--- src/rtl/xbar_pipe_if.sv ---
// Crossbar output slice bus: upstream flit/select/valid/ready plus downstream flit/valid/ready and error status.
// slave = slice side, master = driver side (allocator/input FIFOs and output link register).
interface xbar_pipe_if #(
   parameter int DATA_WIDTH    = 32,
   parameter int NUM_PORTS     = 5,
   parameter int ERR_CNT_WIDTH = 8
);
   logic [NUM_PORTS*DATA_WIDTH-1:0] data_in;
   logic [NUM_PORTS-1:0]            sel;
   logic                            valid_in;
   logic                            ready_out;
   logic [DATA_WIDTH-1:0]           data_out;
   logic                            valid_out;
   logic                            ready_in;
   logic                            sel_err;
   logic [ERR_CNT_WIDTH-1:0]        err_count;

   modport slave (
      input  data_in, sel, valid_in, ready_in,
      output ready_out, data_out, valid_out, sel_err, err_count
   );

   modport master (
      output data_in, sel, valid_in, ready_in,
      input  ready_out, data_out, valid_out, sel_err, err_count
   );
endinterface

--- src/rtl/xbar_pipe.sv ---
// Crossbar output slice: one-hot mux into a 2-entry skid buffer; accept->valid_out 1 cycle, ready_out = ~skid_valid (registered).
// XBAR_SEL_CHECK_EN: illegal selects are consumed and dropped, pulsing sel_err and bumping a saturating err_count.
module xbar_pipe #(
   parameter int DATA_WIDTH    = 32,
   parameter int NUM_PORTS     = 5,
   parameter int ERR_CNT_WIDTH = 8
) (
   input  logic        clk,
   input  logic        reset,
   xbar_pipe_if.slave  bus
);

   typedef enum logic [1:0] {
      EMPTY = 2'd0,
      ONE   = 2'd1,
      FULL  = 2'd2
   } state_e;

   state_e                state_q, state_d;
   logic [DATA_WIDTH-1:0] main_q, main_d;
   logic [DATA_WIDTH-1:0] skid_q, skid_d;
   logic [DATA_WIDTH-1:0] flit_sel;
   logic                  sel_legal;
   logic                  accept;
   logic                  drain;
   logic                  store;

   // Lowest set index wins; an all-zero select falls back to the last port (North).
   always_comb begin
      flit_sel = bus.data_in[(NUM_PORTS-1)*DATA_WIDTH +: DATA_WIDTH];
      for (int i = NUM_PORTS - 1; i >= 0; i--) begin
         if (bus.sel[i]) begin
            flit_sel = bus.data_in[i*DATA_WIDTH +: DATA_WIDTH];
         end
      end
   end

   assign bus.ready_out = (state_q != FULL);
   assign bus.valid_out = (state_q != EMPTY);
   assign bus.data_out  = main_q;

   assign accept = bus.valid_in & bus.ready_out;
   assign drain  = bus.valid_out & bus.ready_in;
   assign store  = accept & sel_legal;

   always_comb begin
      state_d = state_q;
      main_d  = main_q;
      skid_d  = skid_q;
      unique case (state_q)
         EMPTY: begin
            if (store) begin
               main_d  = flit_sel;
               state_d = ONE;
            end
         end
         ONE: begin
            if (store && drain) begin
               main_d = flit_sel;
            end else if (store) begin
               skid_d  = flit_sel;
               state_d = FULL;
            end else if (drain) begin
               state_d = EMPTY;
            end
         end
         FULL: begin
            if (drain) begin
               main_d  = skid_q;
               state_d = ONE;
            end
         end
         default: state_d = EMPTY;
      endcase
   end

   always_ff @(posedge clk or negedge reset) begin
      if (!reset) begin
         state_q <= EMPTY;
         main_q  <= '0;
         skid_q  <= '0;
      end else begin
         state_q <= state_d;
         main_q  <= main_d;
         skid_q  <= skid_d;
      end
   end

`ifdef XBAR_SEL_CHECK_EN
   logic [NUM_PORTS-1:0]     sel_m1;
   logic                     sel_err_q, sel_err_d;
   logic [ERR_CNT_WIDTH-1:0] err_cnt_q, err_cnt_d;

   // A value is one-hot when it is non-zero and clearing its lowest set bit leaves nothing.
   assign sel_m1    = bus.sel - NUM_PORTS'(1);
   assign sel_legal = (bus.sel != '0) && ((bus.sel & sel_m1) == '0);

   always_comb begin
      sel_err_d = accept & ~sel_legal;
      err_cnt_d = err_cnt_q;
      if (sel_err_d && (err_cnt_q != '1)) begin
         err_cnt_d = err_cnt_q + ERR_CNT_WIDTH'(1);
      end
   end

   always_ff @(posedge clk or negedge reset) begin
      if (!reset) begin
         sel_err_q <= 1'b0;
         err_cnt_q <= '0;
      end else begin
         sel_err_q <= sel_err_d;
         err_cnt_q <= err_cnt_d;
      end
   end

   assign bus.sel_err   = sel_err_q;
   assign bus.err_count = err_cnt_q;
`else
   assign sel_legal     = 1'b1;
   assign bus.sel_err   = 1'b0;
   assign bus.err_count = '0;
`endif

endmodule

--- src/flat_wrapper.sv ---
// flat-port wrapper written by rule: the top's interface ports become plain ports
module xbar_pipe_flat 
#(
   parameter int DATA_WIDTH    = 32,
   parameter int NUM_PORTS     = 5,
   parameter int ERR_CNT_WIDTH = 8
)
  (clk, reset, bus_data_in, bus_sel, bus_valid_in, bus_ready_in, bus_ready_out, bus_data_out, bus_valid_out, bus_sel_err, bus_err_count);
  xbar_pipe_if #(.DATA_WIDTH(DATA_WIDTH), .NUM_PORTS(NUM_PORTS), .ERR_CNT_WIDTH(ERR_CNT_WIDTH)) bus_i ();
  input  logic clk;
  input  logic reset;
  input wire logic [$bits(bus_i.data_in)-1:0] bus_data_in;
  input wire logic [$bits(bus_i.sel)-1:0] bus_sel;
  input wire logic [$bits(bus_i.valid_in)-1:0] bus_valid_in;
  input wire logic [$bits(bus_i.ready_in)-1:0] bus_ready_in;
  output wire logic [$bits(bus_i.ready_out)-1:0] bus_ready_out;
  output wire logic [$bits(bus_i.data_out)-1:0] bus_data_out;
  output wire logic [$bits(bus_i.valid_out)-1:0] bus_valid_out;
  output wire logic [$bits(bus_i.sel_err)-1:0] bus_sel_err;
  output wire logic [$bits(bus_i.err_count)-1:0] bus_err_count;
  assign bus_i.data_in = bus_data_in;
  assign bus_i.sel = bus_sel;
  assign bus_i.valid_in = bus_valid_in;
  assign bus_i.ready_in = bus_ready_in;
  assign bus_ready_out = bus_i.ready_out;
  assign bus_data_out = bus_i.data_out;
  assign bus_valid_out = bus_i.valid_out;
  assign bus_sel_err = bus_i.sel_err;
  assign bus_err_count = bus_i.err_count;
  xbar_pipe #(.DATA_WIDTH(DATA_WIDTH), .NUM_PORTS(NUM_PORTS), .ERR_CNT_WIDTH(ERR_CNT_WIDTH)) u_core (.clk(clk), .reset(reset), .bus(bus_i));
endmodule
--- config.mk ---
export PLATFORM = sky130hd
export DESIGN_NAME = xbar_pipe_flat
export DESIGN_NICKNAME = d
export VERILOG_FILES = /design/src/rtl/xbar_pipe_if.sv /design/src/rtl/xbar_pipe.sv /design/src/flat_wrapper.sv
export SDC_FILE = /design/constraint.sdc
export NUM_CORES = 1
export LEC_CHECK = 0
export ABC_AREA = 1
export CAP_MARGIN = 20
export CORE_UTILIZATION = 25
export DETAILED_ROUTE_END_ITERATION = 7
export GPL_TIMING_DRIVEN = 0
export PLACE_DENSITY = 0.62
export SLEW_MARGIN = 30
export SYNTH_ARGS = -nofsm -noshare
export SYNTH_HDL_FRONTEND = slang
export SYNTH_SLANG_ARGS = --single-unit
--- constraint.sdc ---
create_clock -name clk -period 3.4 [get_ports clk]
set_clock_uncertainty 0.15 [all_clocks]
set_input_delay 0.68 -clock clk [delete_from_list [all_inputs] [get_ports clk]]
set_output_delay 0.68 -clock clk [all_outputs]
set_load 0.005 [all_outputs]
* Yosys cells after proc, flatten, opt, wreduce, memory -nomap -nowiden *
Index checks and enable logic that the tools add are counted.

word-level totals
  flip-flop bits (word level) = 66
  word-level logic and storage cells = 35

cells by class
  eq/ne operators = 8
  bitwise gates (word level) = 3
  muxes and demuxes = 14
  reduce and logical (&&, ||, !) cells = 7

operators by type and width
  kind                                                              count
  32-bit 2-to-1 mux                                                 7
  32-bit one-hot mux with 3 select lines                            1
  2-bit 2-to-1 mux                                                  5
  4-bit AND reduction                                               2
  2-bit by 1-bit != test with 1-bit output (second input constant)  3
  2-bit one-hot mux with 3 select lines                             1
  2-bit != test (second input constant)                             2
  3-bit by 1-bit != test with 1-bit output (second input constant)  1
  3-bit AND reduction                                               1
  3-bit nonzero test                                                1
  1-bit bitwise AND                                                 2
  2-bit by 1-bit == test with 1-bit output (second input constant)  1
  2-bit == test (second input constant)                             1
  2-bit zero test                                                   1
  2-bit nonzero test                                                1
  1-bit logical AND                                                 1
  1-bit inverter                                                    1

* Longest topological paths before layout *
  depth in word-level cells = 6
  mapped depth = 10
  gate-level depth less buffers = 8

* Least setup slack after synthesis *
OpenSTA, ideal clock, no wires.

  kind = reg2out
  from = register u_core.state_q[1]
  to = output port bus_ready_out
  setup slack = 1,653 ps
  stages on the path, launching flop included = 6
  arrival time = 917 ps
  cells stage by stage = dfrtp_1 inv_2 nor2_1 inv_1 buf_2 buf_2

on the way
  cells in the longest elaborated chain, start to end = 1

ends and longest elaborated chain
  element                   RTL line            RTL
  start: declaration        xbar_pipe.sv:19     state_e state_q, state_d;
  start signal: assignment  xbar_pipe.sv:83     state_q <= state_d;
  2-bit != test             xbar_pipe.sv:38     assign bus.ready_out = (state_q != FULL);
  end: declaration          flat_wrapper.sv:16  output wire logic [$bits(bus_i.ready_out)-1:0] bus_ready_out;

Every way passes these cells.

* Worst setup path in the final report *
Ends and elaborated chain as after synthesis.

==> impl_metrics.ini <==
[critical_path]
setup.worst_path.start = u_core.state_q[1]
cp-end-kind = output port
path_cells = inv_2, nor2_1, inv_1, buf_2, buf_2, clkdlybuf4s50_1
reg2reg_depth = 8
path_max_fanout = 10
crit_required_ps = 2570
r2r_start = u_core.state_q[1]
cpPeakStageDelay_ps = 550
crit_path_frequent_cell = buf_2
arrival_ps = 2080
critical_path_class = flop to output port
cp-start-kind = flop
slowest_stage = clkdlybuf4s50_1

[final_layout]
final_area_um2 = 7194
syn_to_final_growth_pct = 55.62
layout.nets = 1134
final_cells = 1199
diodes = 0
drive_above_1_share = 0.07216

[timing]
rsz0062_at_grt = no
worst_pin_slew_ps = 601.4
finalHoldWorstSlack_ps = 183.1
setup_slack_ps = 494.9
period_needed_ps = 2905
hold_viol_final = 0
post-route-period-util = 0.8544
finalMaxSlewViolations = 0
slew_headroom = 0.5990
max_freq_mhz = 344.2
finalSetupViolations = 0

[clock_tree]
cts_made_buffers = 9
cts.sinks = 66
clk_latency_ps = 340
cts_setup_buffers = 0
clk_path_buf_depth = 2
clk_pin_slew_ps = 50
cts-root-buf = clkbuf_16
cts_hold_buf = 0
h-tree-depth = 3
cts_resized = 0
cts_tree = yes

[min_path]
hp-class = primary input to async pin

[synth]
ys_types = 17
yosysMostFrequentCell = nand2_1
netlist.top_cell.by_area = dfrtp_1
ys_top_cells_by_count = nand2_1 (257), inv_1 (100), nor2_1 (98)
syn-instance-count = 748
seq_area_frac_synth = 0.3572
netlist_top_cells_area = dfrtp_1 (36%), nand2_1 (21%), inv_1 (8.1%)
ys_async_sr_fraction = 1.000
avgSynthCellArea_um2 = 6.181
synth_edf_count = 0
synth_seq_cells = 66
synth_top_area_frac = 0.3572
synth_ff_type = dfrtp_1
syn_area_um2 = 4623
yosysWarningCount = 0

[floorplan]
dieArea_um2 = 19040
std_cell_rows = 49
boundaryPins = 212
core_um2 = 18020
die_h_um = 138.0
fp.dieW_um = 138.0
initial_utilization = 0.2565

[global_route]
grt_pass1_wl_mm = 26.65
antenna_found_initial = 1
grt_pass1_vias = 5137
grt_max_degree = 42
track_usage = 0.1886
gr-total-overflow = 0

[detailed_routing]
dr.pass1.iters = 5
drt-vias-per-instance = 4.464
drc = 0
via_count = 5352
wl_per_cell_um = 14.43
postRouteAntennaNets = 0
initialDrtViolationCount = 253
wl_mm = 17.31

[placed_design]
detailedPlace.worstSlack_ps = 838.7
placed_cell_area_um2 = 6929
portBuffers = 197
dp_hpwl_mm = 12.96
gp_congestion = 0.8387
placed_cells = 1183

[power_and_ir_drop]
powerDensity_nw_per_um2 = 478.4
ir_drop_v = 0.0002839
leakagePower_nw = 3.687

[flow_run]
max_cap_violations = 0

[outcome]
status = finished, final reports clean
worst max-delay path, delay by kind of cell (launching register included):
kind / cells / cell delay [ps]
buffers and inverters: 5 / 1290
DFF: 1 / 400
and+or+nand+nor: 1 / 40
logic make-up (layout without fill, tap and decap cells):
logic type / count (synthesis) / after routing / synth area share
and+or+nand+nor: 422 / 422 / 0.3613
buffers and inverters: 160 / 374 / 0.1632
AOI/OAI and AO/OA: 99 / 99 / 0.1175
DFF: 66 / 66 / 0.3572
other: 1 / 9 / 0.0008111
cells in the final DEF (no fill, tap or decap):
master and n:
nand2_1 257, clkdlybuf4s50_1 196, inv_1 100, nor2_1 98
dfrtp_1 66, nand3_1 65, a21oi_1 64, a31oi_1 32
buf_2 24, buf_4 20, clkbuf_1 10, conb_1 9
clkbuf_16 9, buf_6 7, inv_2 3, clkinv_2 3
o21ai_0 2, nand2_2 1, or2_1 1, o211ai_2 1
clkbuf_8 1, buf_12 1
sequential cells by signal, summed over array words and instances (netlist names):
name,count
u_core.state_q,2
u_core.skid_q,32
u_core.bus.data_out,32
final timing paths:
check / endpoint / slack, ps
worst max register to register: u_core.bus.data_out[17] / 1730
max in group asynchronous: u_core.bus.data_out[5] / 2370
worst max-delay path: bus_ready_out / 490
worst min-delay path: u_core.bus.data_out[22] / 180
min in group clk: u_core.bus.data_out[21] / 330
worst min register to register: u_core.bus.data_out[21] / 330
where the power goes:
part	internal, W	leakage [nW]	switching [W]
combinational	0.000714	2.78	0.000601
clock	0.000510	0.133	0.000347
sequential	0.00110	0.775	0.000171
layout make-up:
class	count	area, um^2
buffer	57	367.9
clock buffer	13	250.2
clock inverter	3	15.01
fill	1942	10830
inverter	103	386.6
multi-input combinational	530	2247
sequential	66	1652
tap	229	286.5
timing repair buffer	198	1989
through the flow:
| stage | TNS [ps] | power, W | utilization |
|---|---|---|---|
| after floorplan | 0 | 0.001892 | - |
| after global placement | -65890 | 0.002577 | 0.3835 |
| after detailed placement | 0 | 0.002600 | 0.3844 |
| after CTS | 0 | 0.003478 | 0.3991 |
| after global routing | 0 | 0.003710 | 0.3991 |
| final | 0 | 0.003442 | 0.3991 |
routing by layer:
| metal | vias up | GRT usage | routed length (um) |
|---|---|---|---|
| li1 | 2734 | - | - |
| met1 | 2403 | 0.2296 | 7360 |
| met2 | 193 | 0.3231 | 8321 |
| met3 | 22 | 0.05300 | 1333 |
| met4 | 0 | 0.05193 | 290 |
| met5 | - | 0 | 0 |
Power figures use the tool's default switching activity.
